## config.mk

```make
export PLATFORM = sky130hd
export DESIGN_NAME = control_step_sequencer_flat
export DESIGN_NICKNAME = d
export VERILOG_FILES = /design/src/rtl/control_step_sequencer_pkg.sv /design/src/rtl/control_step_sequencer_if.sv /design/src/rtl/control_step_sequencer_stage_watchdog.sv /design/src/rtl/control_step_sequencer.sv /design/src/flat_wrapper.sv
export SDC_FILE = /design/constraint.sdc
export NUM_CORES = 1
export LEC_CHECK = 0
export BUFFER_PORTS_ARGS = -buffer_cell sky130_fd_sc_hd__buf_2
export CAP_MARGIN = 20
export CORE_MARGIN = 2
export CORE_UTILIZATION = 55
export DETAILED_ROUTE_END_ITERATION = 10
export PLACE_DENSITY = 0.79
export SYNTH_ARGS = -nofsm -noshare
export SYNTH_HDL_FRONTEND = slang
export SYNTH_SLANG_ARGS = --single-unit
```

## constraint.sdc

```tcl
create_clock -name clk -period 3 [get_ports clk]
set_input_delay 0.6 -clock clk [delete_from_list [all_inputs] [get_ports clk]]
set_output_delay 0.6 -clock clk [all_outputs]
set_load 0.01 [all_outputs]
```

## src/rtl/control_step_sequencer_pkg.sv

```systemverilog
// Shared types and defaults for the control step sequencer.
//   DEF_*        default parameter values for the sequencer and its bus
//   IDX_W        width of the stage index and of timeout_stage
//   seq_state_e  sequencer state encoding
package control_step_sequencer_pkg;

  localparam int unsigned DEF_N_STAGES = 4;
  localparam int unsigned DEF_TIMEOUT  = 64;
  localparam int unsigned DEF_CNT_W    = 32;
  localparam int unsigned IDX_W        = 4;

  typedef enum logic [1:0] {
    ST_IDLE   = 2'd0,
    ST_ISSUE  = 2'd1,
    ST_WAIT   = 2'd2,
    ST_COMMIT = 2'd3
  } seq_state_e;

endpackage

```

## src/rtl/control_step_sequencer_if.sv

```systemverilog
// sta/done_sig/control_valuation_sig bundle between the step sequencer and its environment.
//   master: the sequencer (drives sta, commit/clear pulses, status)
//   slave : the environment (drives step_tick, user_clear, err_clear, done_sig)
interface control_step_sequencer_if
  import control_step_sequencer_pkg::*;
#(
  parameter int unsigned N_STAGES = DEF_N_STAGES,
  parameter int unsigned CNT_W    = DEF_CNT_W
) ();

  logic                step_tick;
  logic                user_clear;
  logic                err_clear;
  logic [N_STAGES-1:0] done_sig;
  logic [N_STAGES-1:0] sta;
  logic                control_valuation_sig;
  logic                rst_user;
  logic                step_done;
  logic                busy;
  logic [CNT_W-1:0]    step_count;
  logic                overrun_err;
  logic                timeout_err;
  logic [IDX_W-1:0]    timeout_stage;

  modport master (
    input  step_tick, user_clear, err_clear, done_sig,
    output sta, control_valuation_sig, rst_user, step_done, busy,
           step_count, overrun_err, timeout_err, timeout_stage
  );

  modport slave (
    output step_tick, user_clear, err_clear, done_sig,
    input  sta, control_valuation_sig, rst_user, step_done, busy,
           step_count, overrun_err, timeout_err, timeout_stage
  );

endinterface

```

## src/rtl/control_step_sequencer_stage_watchdog.sv

```systemverilog
// Per-stage watchdog: counts cycles since it was cleared, saturating at TIMEOUT.
//   clk, rst   clock, synchronous active-high reset
//   clear_i    restart the count at zero
//   enable_i   advance the count this cycle
//   expired_o  TIMEOUT cycles will have elapsed at the end of this cycle
module control_step_sequencer_stage_watchdog #(
  parameter int unsigned TIMEOUT = 64
) (
  input  logic clk,
  input  logic rst,
  input  logic clear_i,
  input  logic enable_i,
  output logic expired_o
);

  localparam int unsigned WD_W = $clog2(TIMEOUT + 1);

  logic [WD_W-1:0] wd_q;
  logic [WD_W-1:0] wd_d;

  // Saturating count; never wraps back to a non-expired value
  always_comb begin
    wd_d = wd_q;
    if (clear_i) begin
      wd_d = '0;
    end else if (enable_i && (wd_q != WD_W'(TIMEOUT))) begin
      wd_d = wd_q + WD_W'(1);
    end
  end

  always_ff @(posedge clk) begin
    if (rst) begin
      wd_q <= '0;
    end else begin
      wd_q <= wd_d;
    end
  end

  // Count is zero in the sta cycle, so TIMEOUT-1 marks the last allowed done cycle
  assign expired_o = (wd_q >= WD_W'(TIMEOUT - 1));

endmodule

```

## src/rtl/control_step_sequencer.sv

```systemverilog
// Initiator of the per-timestep sta/done_sig handshake across N_STAGES control stages,
// followed by a control_valuation_sig commit pulse; also issues rst_user history clears
// and tracks overrun / stage-timeout faults.
//   clk, rst  clock, synchronous active-high reset
//   bus       control_step_sequencer_if.master (all outputs registered)
module control_step_sequencer
  import control_step_sequencer_pkg::*;
#(
  parameter int unsigned N_STAGES = DEF_N_STAGES,
  parameter int unsigned TIMEOUT  = DEF_TIMEOUT,
  parameter int unsigned CNT_W    = DEF_CNT_W
) (
  input logic                      clk,
  input logic                      rst,
  control_step_sequencer_if.master bus
);

  seq_state_e          state_q;
  logic [IDX_W-1:0]    idx_q;
  logic [N_STAGES-1:0] sta_q;
  logic                cv_q;
  logic                rst_user_q;
  logic                step_done_q;
  logic                busy_q;
  logic [CNT_W-1:0]    step_count_q;
  logic                overrun_err_q;
  logic                timeout_err_q;
  logic [IDX_W-1:0]    timeout_stage_q;

  logic [N_STAGES-1:0] done_shift_c;
  logic                cur_done_c;
  logic                last_stage_c;
  logic                wd_clear_c;
  logic                wd_enable_c;
  logic                wd_expired_c;

  // Only the done bit of the stage currently being waited on matters
  assign done_shift_c = bus.done_sig >> idx_q;
  assign cur_done_c   = done_shift_c[0];
  assign last_stage_c = (idx_q == IDX_W'(N_STAGES - 1));

  // Watchdog restarts as ISSUE is entered so its count equals cycles since sta
  assign wd_clear_c  = ((state_q == ST_IDLE) && bus.step_tick) ||
                       ((state_q == ST_WAIT) && cur_done_c && !last_stage_c);
  assign wd_enable_c = (state_q == ST_ISSUE) || (state_q == ST_WAIT);

  control_step_sequencer_stage_watchdog #(
    .TIMEOUT (TIMEOUT)
  ) u_stage_watchdog (
    .clk       (clk),
    .rst       (rst),
    .clear_i   (wd_clear_c),
    .enable_i  (wd_enable_c),
    .expired_o (wd_expired_c)
  );

  // Sequencer FSM with registered outputs
  always_ff @(posedge clk) begin
    if (rst) begin
      state_q         <= ST_IDLE;
      idx_q           <= '0;
      sta_q           <= '0;
      cv_q            <= 1'b0;
      rst_user_q      <= 1'b0;
      step_done_q     <= 1'b0;
      busy_q          <= 1'b0;
      step_count_q    <= '0;
      overrun_err_q   <= 1'b0;
      timeout_err_q   <= 1'b0;
      timeout_stage_q <= '0;
    end else begin
      sta_q       <= '0;
      cv_q        <= 1'b0;
      rst_user_q  <= 1'b0;
      step_done_q <= 1'b0;

      // Later assignments below win, so a fresh fault overrides err_clear
      if (bus.err_clear) begin
        overrun_err_q <= 1'b0;
        timeout_err_q <= 1'b0;
      end
      if ((state_q != ST_IDLE) && bus.step_tick) begin
        overrun_err_q <= 1'b1;
      end

      case (state_q)
        ST_IDLE: begin
          if (bus.step_tick) begin
            idx_q   <= '0;
            sta_q   <= N_STAGES'(1);
            busy_q  <= 1'b1;
            state_q <= ST_ISSUE;
          end else if (bus.user_clear) begin
            rst_user_q <= 1'b1;
          end
        end
        ST_ISSUE: begin
          state_q <= ST_WAIT;
        end
        ST_WAIT: begin
          if (cur_done_c) begin
            if (last_stage_c) begin
              cv_q         <= 1'b1;
              step_done_q  <= 1'b1;
              step_count_q <= step_count_q + CNT_W'(1);
              state_q      <= ST_COMMIT;
            end else begin
              idx_q   <= idx_q + IDX_W'(1);
              sta_q   <= N_STAGES'(1) << (idx_q + IDX_W'(1));
              state_q <= ST_ISSUE;
            end
          end else if (wd_expired_c) begin
            timeout_err_q   <= 1'b1;
            timeout_stage_q <= idx_q;
            busy_q          <= 1'b0;
            state_q         <= ST_IDLE;
          end
        end
        ST_COMMIT: begin
          busy_q  <= 1'b0;
          state_q <= ST_IDLE;
        end
        default: begin
          busy_q  <= 1'b0;
          state_q <= ST_IDLE;
        end
      endcase
    end
  end

  assign bus.sta                   = sta_q;
  assign bus.control_valuation_sig = cv_q;
  assign bus.rst_user              = rst_user_q;
  assign bus.step_done             = step_done_q;
  assign bus.busy                  = busy_q;
  assign bus.step_count            = step_count_q;
  assign bus.overrun_err           = overrun_err_q;
  assign bus.timeout_err           = timeout_err_q;
  assign bus.timeout_stage         = timeout_stage_q;

endmodule

```

## src/flat_wrapper.sv

```systemverilog
// flat-port wrapper written by rule: the top's interface ports become plain ports
module control_step_sequencer_flat import control_step_sequencer_pkg::*;
#(
  parameter int unsigned N_STAGES = DEF_N_STAGES,
  parameter int unsigned TIMEOUT  = DEF_TIMEOUT,
  parameter int unsigned CNT_W    = DEF_CNT_W
)
  (clk, rst, bus_step_tick, bus_user_clear, bus_err_clear, bus_done_sig, bus_sta, bus_control_valuation_sig, bus_rst_user, bus_step_done, bus_busy, bus_step_count, bus_overrun_err, bus_timeout_err, bus_timeout_stage);
  control_step_sequencer_if #(.N_STAGES(N_STAGES), .CNT_W(CNT_W)) bus_i ();
  input logic clk;
  input logic rst;
  input wire logic [$bits(bus_i.step_tick)-1:0] bus_step_tick;
  input wire logic [$bits(bus_i.user_clear)-1:0] bus_user_clear;
  input wire logic [$bits(bus_i.err_clear)-1:0] bus_err_clear;
  input wire logic [$bits(bus_i.done_sig)-1:0] bus_done_sig;
  output wire logic [$bits(bus_i.sta)-1:0] bus_sta;
  output wire logic [$bits(bus_i.control_valuation_sig)-1:0] bus_control_valuation_sig;
  output wire logic [$bits(bus_i.rst_user)-1:0] bus_rst_user;
  output wire logic [$bits(bus_i.step_done)-1:0] bus_step_done;
  output wire logic [$bits(bus_i.busy)-1:0] bus_busy;
  output wire logic [$bits(bus_i.step_count)-1:0] bus_step_count;
  output wire logic [$bits(bus_i.overrun_err)-1:0] bus_overrun_err;
  output wire logic [$bits(bus_i.timeout_err)-1:0] bus_timeout_err;
  output wire logic [$bits(bus_i.timeout_stage)-1:0] bus_timeout_stage;
  assign bus_i.step_tick = bus_step_tick;
  assign bus_i.user_clear = bus_user_clear;
  assign bus_i.err_clear = bus_err_clear;
  assign bus_i.done_sig = bus_done_sig;
  assign bus_sta = bus_i.sta;
  assign bus_control_valuation_sig = bus_i.control_valuation_sig;
  assign bus_rst_user = bus_i.rst_user;
  assign bus_step_done = bus_i.step_done;
  assign bus_busy = bus_i.busy;
  assign bus_step_count = bus_i.step_count;
  assign bus_overrun_err = bus_i.overrun_err;
  assign bus_timeout_err = bus_i.timeout_err;
  assign bus_timeout_stage = bus_i.timeout_stage;
  control_step_sequencer #(.N_STAGES(N_STAGES), .TIMEOUT(TIMEOUT), .CNT_W(CNT_W)) u_core (.clk(clk), .rst(rst), .bus(bus_i));
endmodule
```

==> metrics.txt <==
# TYPE chip_impl_metric gauge
chip_impl_metric{name="layout-drive-gt1-share",unit="%"} 21.1
chip_impl_metric{name="synth.cell_area",unit="um^2"} 2770
chip_impl_metric{name="layout_min_cycle_time",unit="ps"} 2730
chip_impl_info{name="regToRegEndpoint",value="u_core.bus.step_count[14]"} 1
chip_impl_metric{name="floorplan.rows",unit=""} 25
chip_impl_metric{name="port_buffers",unit=""} 54
chip_impl_info{name="rr_startpoint",value="u_core.state_q[0]"} 1
chip_impl_metric{name="die_area",unit="um^2"} 5620
chip_impl_metric{name="worst_slew_margin_rel",unit="%"} 56.0
chip_impl_metric{name="powerDensity",unit="nW/um^2"} 495
chip_impl_info{name="worst_setup_path_start_kind",value="flip-flop"} 1
chip_impl_metric{name="chipWidth",unit="um"} 75.0
chip_impl_metric{name="worst_slew_pin_slew",unit="ps"} 654
chip_impl_metric{name="worstPathBufferInverterCount",unit=""} 1
chip_impl_metric{name="layoutNonFillerInstCount",unit=""} 442
chip_impl_info{name="worst_path_dominant_cell_family",value="simple AND/OR/NAND/NOR gates"} 1
chip_impl_metric{name="ys_ff_latch",unit=""} 58
chip_impl_metric{name="routed-via-count",unit=""} 2521
chip_impl_info{name="critPathCaptureType",value="flip-flop"} 1
chip_impl_metric{name="yosysSeqAreaShare",unit="%"} 41.9
chip_impl_metric{name="area_occupied_by_multi_input_gates",unit="um^2"} 1470
chip_impl_info{name="grt_setup_unrepaired",value="no"} 1
chip_impl_metric{name="clock-sinks",unit=""} 58
chip_impl_info{name="synth_flop_cell",value="dfxtp_1"} 1
chip_impl_metric{name="period_utilization",unit="%"} 90.9
chip_impl_metric{name="place_inst",unit=""} 427
chip_impl_metric{name="globalRouteTotalUtil",unit="%"} 22.5
chip_impl_metric{name="path_depth",unit=""} 7
chip_impl_metric{name="holdBufCountCts",unit=""} 0
chip_impl_metric{name="critical_path_peak_fanout",unit=""} 12
chip_impl_metric{name="crit_arrival",unit="ps"} 2980
chip_impl_info{name="cp_slowest_cell",value="or4_1"} 1
chip_impl_info{name="min_path_type",value="flip-flop to flip-flop"} 1
chip_impl_metric{name="num-nets-final",unit=""} 389
chip_impl_info{name="synth.top_cells.by_area",value="dfxtp_1 42%, a21oi_1 4.7%, nor2_1 4.3%, ha_1 4.1%, or3_1 3.4%"} 1
chip_impl_metric{name="synthCells",unit=""} 318
chip_impl_metric{name="drv_cap",unit=""} 0
chip_impl_metric{name="cp_slowest_stage_delay",unit="ps"} 570
chip_impl_metric{name="r2r_slack",unit="ps"} 270
chip_impl_metric{name="syn2layout_area_growth",unit="%"} 16.7
chip_impl_metric{name="cts.repair_timing.setup_buffer_count",unit=""} 0
chip_impl_info{name="hold_start",value="u_core.bus.timeout_err"} 1
chip_impl_metric{name="r2r.worst_path.cells",unit=""} 7
chip_impl_metric{name="io_pins",unit=""} 55
chip_impl_metric{name="remaining_antenna_violation_count_after_routing",unit=""} 0
chip_impl_metric{name="placeable_area",unit="um^2"} 4790
chip_impl_metric{name="clk-insertion-delay-late",unit="ps"} 320
chip_impl_metric{name="diodes",unit=""} 0
chip_impl_metric{name="critical_path_required",unit="ps"} 3250
chip_impl_metric{name="die_height",unit="um"} 75.0
chip_impl_metric{name="hold_viol",unit=""} 0
chip_impl_metric{name="vdd_ir_drop_max",unit="V"} 0.000429
chip_impl_metric{name="synth_async_sr_flop_share",unit="%"} 0
chip_impl_metric{name="setup_total_negative_slack",unit="ps"} 0
chip_impl_info{name="crit_chain",value="inv_1 > ha_1 > or4b_4 > o22ai_4 > nand3_2 > or4_1 > a21oi_1"} 1
chip_impl_info{name="synth.largest_area_cell",value="dfxtp_1"} 1
chip_impl_info{name="status",value="complete, no violations"} 1
chip_impl_metric{name="path_clk_slew",unit="ps"} 70
chip_impl_metric{name="wirelength",unit="um"} 6090
chip_impl_metric{name="detailed_router_iteration_count_before_antenna_repair",unit=""} 4
chip_impl_metric{name="clock.fmax",unit="MHz"} 367
chip_impl_metric{name="grt_antenna_before_repair",unit=""} 0
chip_impl_info{name="hold_path_end",value="u_core.bus.timeout_err"} 1
chip_impl_metric{name="avgSynthCellArea",unit="um^2"} 8.72
chip_impl_metric{name="remaining_drc_errors",unit=""} 0
chip_impl_metric{name="route.detailed.vias_per_inst",unit=""} 5.70
chip_impl_info{name="criticalPathCategory",value="flip-flop to flip-flop"} 1
chip_impl_metric{name="gpl.final_weighted_congestion",unit=""} 0.827
chip_impl_metric{name="cts_htree_levels",unit=""} 3
chip_impl_metric{name="netlist.area_leader.share",unit="%"} 41.9
chip_impl_metric{name="grt_pass1_vias",unit=""} 2144
chip_impl_metric{name="synth.distinct_cells",unit=""} 47
chip_impl_metric{name="grt_start_max_net_pins",unit=""} 25
chip_impl_metric{name="skew",unit="ps"} 10.3
chip_impl_metric{name="n_fill_cell",unit=""} 414
chip_impl_metric{name="synth-edff-count",unit=""} 0
chip_impl_info{name="cts_tree",value="done"} 1
chip_impl_metric{name="ys_warn_count",unit=""} 0
chip_impl_metric{name="cts_made_buffers",unit=""} 9
chip_impl_metric{name="grt_first_pass_wirelength",unit="um"} 9720
chip_impl_metric{name="static-leakage-power",unit="nW"} 1.26
chip_impl_metric{name="cts_max_path_buffers",unit=""} 2
chip_impl_metric{name="floorplan.initialDensity",unit="%"} 57.9
chip_impl_info{name="cts_root_buf",value="clkbuf_8"} 1
chip_impl_metric{name="mappedNetlistNets",unit=""} 336
chip_impl_metric{name="place_hpwl",unit="um"} 4250
chip_impl_metric{name="final_core_util",unit="%"} 67.6
chip_impl_metric{name="cts_resized",unit=""} 0
chip_impl_metric{name="whs_path_depth",unit=""} 2
chip_impl_metric{name="wl_per_cell",unit="um"} 13.8
chip_impl_metric{name="final_power",unit="mW"} 1.60
chip_impl_metric{name="drtIter0Drc",unit=""} 163
chip_impl_metric{name="register_area",unit="um^2"} 1160
chip_impl_metric{name="global_route.overflow_total",unit=""} 0
chip_impl_metric{name="finalSetupViolCount",unit=""} 0
chip_impl_metric{name="final-max-slew-violation-count",unit=""} 0
-- worst register-to-register path, stage by stage, from the launching register on --
cell,delay [ps]
dfxtp_1,320
inv_1,140
ha_1,340
or4b_4,530
o22ai_4,380
nand3_2,250
or4_1,570
a21oi_1,140
-- how the worst max path moves through the flow --
stage                     slack [ps]                        end         startpoint
after floorplan                  700  u_core.bus.step_count[23]  u_core.state_q[0]
after global placement           430  u_core.bus.step_count[14]  u_core.state_q[0]
after detailed placement         320  u_core.bus.step_count[14]  u_core.state_q[0]
after CTS                        300  u_core.bus.step_count[14]  u_core.state_q[0]
after global routing             140  u_core.bus.step_count[14]  u_core.state_q[0]
final                            270  u_core.bus.step_count[14]  u_core.state_q[0]
-- layer usage --
| metal | global-route usage (%) | share of wire [%] |
|---|---|---|
| met2 | 34.7 | 46 |
| met5 | 0 | 0 |
| met3 | 4.55 | 4.6 |
| met1 | 30.7 | 48 |
| met4 | 9.72 | 1.1 |
-- synth_stat cells, types with 3 or more instances --
cell type  count
xnor2_1       10
nor4_1         4
buf_2          3
clkbuf_1       7
nor2_1        32
or4_1         10
nand2b_1       3
nand4_1       13
o21a_1         3
mux2i_1        5
a22oi_1        3
nor3_1        10
ha_1           9
inv_1         18
dfxtp_1       58
a21oi_1       26
or3_1         15
xor2_1         8
nand2_1       16
o21ai_1       13
o31ai_1        8
and2_1         4
nand3_1       11
-- stage by stage --
stage               hold WS, ps  setup WS, ps  cell area, um^2
finish                      473           272             3240
CTS                         471           296             3240
detailed placement          461           325             3070
global placement            454           426             3070
floorplan                   487           700             2770
global route                522           139             3240
-- registers in the layout, indices dropped and copies added (netlist names) --
signal / count
u_core.bus.busy: 1
u_core.bus.timeout_err: 1
u_core.bus.step_done: 1
u_core.state_q: 2
u_core.idx_q: 4
u_core.bus.step_count: 32
u_core.bus.rst_user: 1
u_core.u_stage_watchdog.wd_q: 7
u_core.bus.sta: 4
u_core.bus.overrun_err: 1
u_core.bus.timeout_stage: 4
-- cells by family (layout without fill, tap and decap cells) --
kind of cell / after synthesis / count (layout) / synth area share, %
and+or+nand+nor: 132 / 132 / 26.5
muxes: 7 / 7 / 2.62
adders and majority gates: 9 / 9 / 4.06
xor gates and xnor gates: 18 / 18 / 5.69
buffers and inverters: 32 / 89 / 5.15
AOI/OAI and AO/OA: 62 / 62 / 14.0
DFF: 58 / 58 / 41.9
-- area by class of cell --
class                           instances  area share [%]
Timing Repair Buffer                   56            8.82
Clock inverter                          3           0.464
Tap cell                               67            2.59
Multi-Input combinational cell        228            45.4
Inverter                               18            2.09
Sequential cell                        58            35.9
Clock buffer                           12            4.80
-- report_power, final --
group,internal [mW],switching (mW)
Clock,0.336,0.291
Combinational,0.0672,0.102
Sequential,0.789,0.0154
Total,1.19,0.408
-- cells in the final DEF (no fill, tap or decap), drive strengths merged, types with 4 or more instances in the layout --
cell    Yosys  routed
and2        4       4
ha          9       9
or3        15      15
or4        10      10
nand4      14      14
buf         7      56
nor4        4       4
nor2       32      32
o31ai       8       8
o21ai      13      13
mux2i       5       5
inv        18      18
nand2      16      16
xor2        8       8
xnor2      10      10
nor3       10      10
a21oi      26      26
clkbuf      7      12
dfxtp      58      58
nand3      12      12
No activity file was read; power rests on OpenSTA's default activity.
